[src/rtl/int_seq_pkg.sv]
// Shared types and reset constants for the CPU-side interrupt acknowledge sequencer.
package int_seq_pkg;

    typedef enum logic [2:0] {
        StIdle   = 3'd0,
        StAck    = 3'd1,
        StPushHi = 3'd2,
        StPushLo = 3'd3,
        StJump   = 3'd4
    } state_e;

    localparam logic [7:0]  VecHiDefault = 8'h00;

    localparam logic        StrobeRst    = 1'b1;
    localparam logic [15:0] BusARst      = 16'h0000;
    localparam logic [7:0]  BusDoRst     = 8'h00;
    localparam logic [15:0] PcNewRst     = 16'h0000;
    localparam logic [15:0] SpNewRst     = 16'h0000;

endpackage

[src/rtl/int_sequencer.sv]
// Accepts interrupts at instruction boundaries, runs the M1+IORQ acknowledge, pushes PC to the
// stack and hands the CPU the vector PC and decremented SP. Also owns IME and its EI delay.
module int_sequencer
    import int_seq_pkg::*;
#(
    parameter int unsigned ACK_CYCLES = 2
) (
    input  logic        clock,
    input  logic        reset_n,
    input  logic        int_n,
    input  logic [7:0]  jump_addr,
    output logic        m1_n,
    output logic        iorq_n,
    input  logic        boundary,
    input  logic        ei,
    input  logic        di,
    input  logic        reti,
    input  logic [15:0] pc,
    input  logic [15:0] sp,
    output logic [15:0] bus_A,
    output logic [7:0]  bus_Do,
    output logic        bus_wr_n,
    input  logic        bus_ready,
    output logic        take,
    output logic        pc_load,
    output logic [15:0] pc_new,
    output logic [15:0] sp_new,
    output logic        ime
);

    localparam int unsigned CntW = $clog2(ACK_CYCLES + 1);
    localparam logic [CntW-1:0] AckLast = CntW'(ACK_CYCLES - 1);

    state_e         state_q, state_d;
    logic [CntW-1:0] cnt_q, cnt_d;
    logic [15:0]    pc_l_q, pc_l_d;
    logic [15:0]    sp_l_q, sp_l_d;
    logic [7:0]     vec_q, vec_d;
    logic           ime_q, ime_d;
    logic           ime_pend_q, ime_pend_d;
    logic           m1_n_q, m1_n_d;
    logic           iorq_n_q, iorq_n_d;
    logic [15:0]    bus_a_q, bus_a_d;
    logic [7:0]     bus_do_q, bus_do_d;
    logic           bus_wr_n_q, bus_wr_n_d;
    logic           take_q, take_d;
    logic           pc_load_q, pc_load_d;
    logic [15:0]    pc_new_q, pc_new_d;
    logic [15:0]    sp_new_q, sp_new_d;
    logic           accept;

    assign accept = (state_q == StIdle) && boundary && ime_q && !int_n && !di;

    always_comb begin
        state_d    = state_q;
        cnt_d      = cnt_q;
        pc_l_d     = pc_l_q;
        sp_l_d     = sp_l_q;
        vec_d      = vec_q;
        ime_d      = ime_q;
        ime_pend_d = ime_pend_q;
        m1_n_d     = m1_n_q;
        iorq_n_d   = iorq_n_q;
        bus_a_d    = bus_a_q;
        bus_do_d   = bus_do_q;
        bus_wr_n_d = bus_wr_n_q;
        take_d     = take_q;
        pc_load_d  = pc_load_q;
        pc_new_d   = pc_new_q;
        sp_new_d   = sp_new_q;

        // Promotion precedes a same-cycle EI so that EI still arms the next boundary.
        if (di) begin
            ime_d      = 1'b0;
            ime_pend_d = 1'b0;
        end else begin
            if ((state_q == StIdle) && boundary && ime_pend_q) begin
                ime_d      = 1'b1;
                ime_pend_d = 1'b0;
            end
            if (ei) begin
                ime_pend_d = 1'b1;
            end
            if (reti) begin
                ime_d = 1'b1;
            end
        end

        unique case (state_q)
            StIdle: begin
                if (accept) begin
                    pc_l_d   = pc;
                    sp_l_d   = sp;
                    ime_d    = 1'b0;
                    take_d   = 1'b1;
                    m1_n_d   = 1'b0;
                    iorq_n_d = 1'b0;
                    cnt_d    = '0;
                    state_d  = StAck;
                end
            end
            StAck: begin
                if (cnt_q == AckLast) begin
                    m1_n_d     = 1'b1;
                    iorq_n_d   = 1'b1;
                    vec_d      = jump_addr;
                    bus_a_d    = sp_l_q - 16'd1;
                    bus_do_d   = pc_l_q[15:8];
                    bus_wr_n_d = 1'b0;
                    state_d    = StPushHi;
                end else begin
                    cnt_d = cnt_q + 1'b1;
                end
            end
            StPushHi: begin
                if (bus_ready) begin
                    bus_a_d  = sp_l_q - 16'd2;
                    bus_do_d = pc_l_q[7:0];
                    state_d  = StPushLo;
                end
            end
            StPushLo: begin
                if (bus_ready) begin
                    bus_wr_n_d = 1'b1;
                    pc_load_d  = 1'b1;
                    pc_new_d   = {VecHiDefault, vec_q};
                    sp_new_d   = sp_l_q - 16'd2;
                    state_d    = StJump;
                end
            end
            StJump: begin
                pc_load_d = 1'b0;
                take_d    = 1'b0;
                state_d   = StIdle;
            end
            default: begin
                state_d = StIdle;
            end
        endcase
    end

    always_ff @(posedge clock or negedge reset_n) begin
        if (!reset_n) begin
            state_q    <= StIdle;
            cnt_q      <= '0;
            pc_l_q     <= 16'h0000;
            sp_l_q     <= 16'h0000;
            vec_q      <= 8'h00;
            ime_q      <= 1'b0;
            ime_pend_q <= 1'b0;
            m1_n_q     <= StrobeRst;
            iorq_n_q   <= StrobeRst;
            bus_a_q    <= BusARst;
            bus_do_q   <= BusDoRst;
            bus_wr_n_q <= StrobeRst;
            take_q     <= 1'b0;
            pc_load_q  <= 1'b0;
            pc_new_q   <= PcNewRst;
            sp_new_q   <= SpNewRst;
        end else begin
            state_q    <= state_d;
            cnt_q      <= cnt_d;
            pc_l_q     <= pc_l_d;
            sp_l_q     <= sp_l_d;
            vec_q      <= vec_d;
            ime_q      <= ime_d;
            ime_pend_q <= ime_pend_d;
            m1_n_q     <= m1_n_d;
            iorq_n_q   <= iorq_n_d;
            bus_a_q    <= bus_a_d;
            bus_do_q   <= bus_do_d;
            bus_wr_n_q <= bus_wr_n_d;
            take_q     <= take_d;
            pc_load_q  <= pc_load_d;
            pc_new_q   <= pc_new_d;
            sp_new_q   <= sp_new_d;
        end
    end

    assign m1_n     = m1_n_q;
    assign iorq_n   = iorq_n_q;
    assign bus_A    = bus_a_q;
    assign bus_Do   = bus_do_q;
    assign bus_wr_n = bus_wr_n_q;
    assign take     = take_q;
    assign pc_load  = pc_load_q;
    assign pc_new   = pc_new_q;
    assign sp_new   = sp_new_q;
    assign ime      = ime_q;

endmodule

[config.mk]
export PLATFORM = sky130hd
export DESIGN_NAME = int_sequencer
export DESIGN_NICKNAME = d
export VERILOG_FILES = /design/src/rtl/int_seq_pkg.sv /design/src/rtl/int_sequencer.sv
export SDC_FILE = /design/constraint.sdc
export NUM_CORES = 1
export LEC_CHECK = 0
export BUFFER_PORTS_ARGS = -buffer_cell sky130_fd_sc_hd__buf_2
export CORE_ASPECT_RATIO = 0.6
export CORE_MARGIN = 1
export CORE_UTILIZATION = 40
export DETAILED_ROUTE_END_ITERATION = 12
export GPL_ROUTABILITY_DRIVEN = 0
export SLEW_MARGIN = 0
export SYNTH_ARGS = -nofsm -noshare
export SYNTH_HDL_FRONTEND = slang
export SYNTH_SLANG_ARGS = --single-unit
[constraint.sdc]
create_clock -name clock -period 6.45 [get_ports clock]
set_input_delay 0.3225 -clock clock [delete_from_list [all_inputs] [get_ports clock]]
set_output_delay 0.3225 -clock clock [all_outputs]
set_load 0.1 [all_outputs]
==> out/results.tsv <==
stage	metric	value	unit
outcome	status	finished with violations	
outcome	failing checks	DRC	
global_route	grt total ovfl	0	
route	Iteration-0 DRC Markers	185	
critical_path	crit end category	flip-flop	
floorplan	core box area	0.0108	mm^2
global_route	antenna violations before repair	0	
placement	buffers added on ports	101	
logic_synthesis	Synth top area share	53.8	%
timing	slew margin rel.	30.9	%
cells_and_area	FILL cells	986	
floorplan	# rows	29	
logic_synthesis	top cells by area, synth	dfrtp_1, mux2_2, nand2_1	
clocking	Root Buffer	clkbuf_16	
hold_path	type of the worst min-delay path	input pin to flip-flop	
floorplan	Ports	110	
logic_synthesis	leading area contributor after synthesis	dfrtp_1	
logic_synthesis	EDFF count, synth	0	
clocking	TritonCTS Sinks	99	
route	DR vias	3306	
logic_synthesis	dominant synthesized flop cell	dfrtp_1	
clocking	CTS tree	done	
timing	FMAX	0.413	GHz
timing	Final min period	2.42	ns
route	WL/cell	15.7	um
cells_and_area	Final nets	550	
clocking	PostCTS Resize Cnt	0	
timing	Least-Margin Pin Slew	1.04	ns
route	DR pass1 iterations	11	
logic_synthesis	Post-Synthesis Cells	409	
route	Post-DRT Antenna Nets	0	
cells_and_area	Synth-to-Final Area Change	19.8	%
placement	hpwl dp	7.33	mm
logic_synthesis	Synth Area per Inst	11.0	um^2
floorplan	die height	84.2	um
timing	Finish-stage setup viols	0	
timing	Final period util	37.6	%
logic_synthesis	synth warn	0	
floorplan	area of the die	0.0117	mm^2
critical_path	CP Launch Type	flip-flop	
clocking	clock buffer count from CTS	9	
logic_synthesis	Unique masters post-synth	51	
route	DRC Markers	7	
critical_path	WP data arrival	2.67	ns
timing	RSZ-0062 raised after global routing	false	
clocking	htree depth	3	
run	max cap viols	0	
timing	Fin Setup TNS	0	ns
logic_synthesis	Post-Syn Area	0.00451	mm^2
floorplan	Die W	139	um
clocking	CTS max path bufs	2	
global_route	largest net degree at the start of global routing	84	
global_route	number of global-route vias before repair	3172	
cells_and_area	share of post-route cells with drive strength above 1	36.6	%
timing	final hold vios	0	
critical_path	kind of critical path	flip-flop to flip-flop	
cells_and_area	area of the multi-input gates	0.00186	mm^2
cells_and_area	register area	0.00248	mm^2
floorplan	Initial Util	41.8	%
critical_path	Required @ worst endpoint	6.70	ns
global_route	first-pass GRT wire length	16.4	mm
critical_path	Worst Path Max Fanout	9	
timing	clock skew	0.00840	ns
timing	Slew Viols, Final	0	
route	Vias per Instance	5.15	
clocking	worst-skew pair later-pin latency	0.34	ns
cells_and_area	ANT cells	0	
global_route	total track usage	18.0	%
logic_synthesis	Synth Register Bits	99	
logic_synthesis	sequential fraction of the synthesis area	55.0	%
route	DRT Wirelength	10.1	mm
logic_synthesis	ys async rst share	100	%
clocking	clock transition at the registers of the reported paths	0.07	ns
critical_path	reg2reg setup slack	4.03	ns
[per-layer routing]
layer  GRT usage, %  part of all wire (%)
met1           27.1                    51
met2           25.3                    41
met3           5.93                   8.0
met4           3.03                  0.22
met5              0                     0
[worst paths after layout]
path / depth (start not counted) / to / startpoint
max: 6 / bus_A[13]$_DFFE_PN0P_ / sp_l_q[1]$_DFFE_PN0P_
min: 2 / ime_pend_q$_DFFE_PN0P_ / di
max reg2reg: 6 / bus_A[13]$_DFFE_PN0P_ / sp_l_q[1]$_DFFE_PN0P_
min reg2reg: 2 / bus_A[1]$_DFFE_PN0P_ / bus_A[1]$_DFFE_PN0P_
max in group asynchronous: 3 / pc_l_q[14]$_DFFE_PN0P_ / reset_n
min in group asynchronous: 2 / ime$_DFF_PN0_ / reset_n
[layout by cell type (no fill, tap or decap), types with 2 or more instances in the layout]
| cell type | instances |
|---|---|
| nor3_1 | 3 |
| a31oi_1 | 18 |
| nand4b_1 | 2 |
| or4_1 | 3 |
| dfstp_2 | 2 |
| nor4_1 | 2 |
| xor2_1 | 11 |
| o211ai_1 | 3 |
| a21oi_1 | 5 |
| buf_4 | 5 |
| o31ai_1 | 3 |
| or3_1 | 2 |
| xnor2_1 | 8 |
| clkbuf_16 | 9 |
| nand2_1 | 55 |
| dfrtp_1 | 97 |
| nor3b_2 | 2 |
| nor2_1 | 25 |
| nor2b_1 | 2 |
| conb_1 | 8 |
| nand3b_1 | 3 |
| a21o_1 | 2 |
| clkbuf_8 | 2 |
| inv_1 | 8 |
| nand3_1 | 7 |
| o21ai_0 | 30 |
| mux2i_1 | 2 |
| buf_2 | 100 |
| nor3b_1 | 2 |
| ha_1 | 4 |
| mux2_2 | 50 |
[registers in the layout, summed over array words and instances (netlist names), 2 cells and up]
signal	cells
vec_q	8
bus_Do	8
pc_l_q	16
pc_new	8
cnt_q	2
sp_l_q	16
state_q	3
bus_A	16
sp_new	16
[per-stage QoR]
stage | cells | worst slack [ns] | instance area [um^2] | utilization [%] | hold WS [ns]
after floorplan | 416 | 4.32 | 4530 | - | 0.0269
after global placement | 625 | 4.17 | 5080 | 47.1 | 0.194
after detailed placement | 625 | 4.07 | 5080 | 47.1 | 0.201
after CTS | 642 | 4.06 | 5400 | 50.1 | 0.170
after global routing | 642 | 3.81 | 5400 | 50.1 | 0.170
final | 642 | 4.03 | 5400 | 50.1 | 0.178
[area by class of cell]
cell class	instances	area share, %
clock buffer	11	4.68
sequential	99	45.9
timing repair buffer	106	10.1
inverter	8	0.556
clock inverter	5	1.11
multi-input combinational	274	34.4
tap	139	3.22
[critical path, cell delays in order, from the launching register on]
cell     delay [ns]
dfrtp_1        0.41
inv_1          0.14
ha_1           0.25
nor3b_2        0.33
nand3_1        0.31
or4_2          0.71
a31oi_1        0.19
[cell usage after synthesis, types with 4 or more instances]
master and number:
nor2_1 25, nand3_1 7, xnor2_1 8, xor2_1 11, buf_2 6, o21ai_0 30
mux2_2 50, ha_1 4, inv_1 8, a31oi_1 18, dfrtp_1 97, buf_4 10
a21oi_1 6, nand2_1 55, clkbuf_1 19
[logic make-up after synthesis]
kind of cell | synth area share (%)
and+or+nand+nor | 13.5
other | 0.0832
DFF | 55.0
AOI/OAI and AO/OA | 9.10
xor gates and xnor gates | 3.69
adders and majority gates | 1.11
buffers and inverters | 4.58
muxes | 12.9
[repair_timing]
action	CTS	global route
buffers inserted	0	0
hold endpoints to repair	15	0
hold buffers	1	0
Power is left out: the tool's default activity adds up to more than one toggle a clock period on the data nets, which glitch-free logic cannot reach.
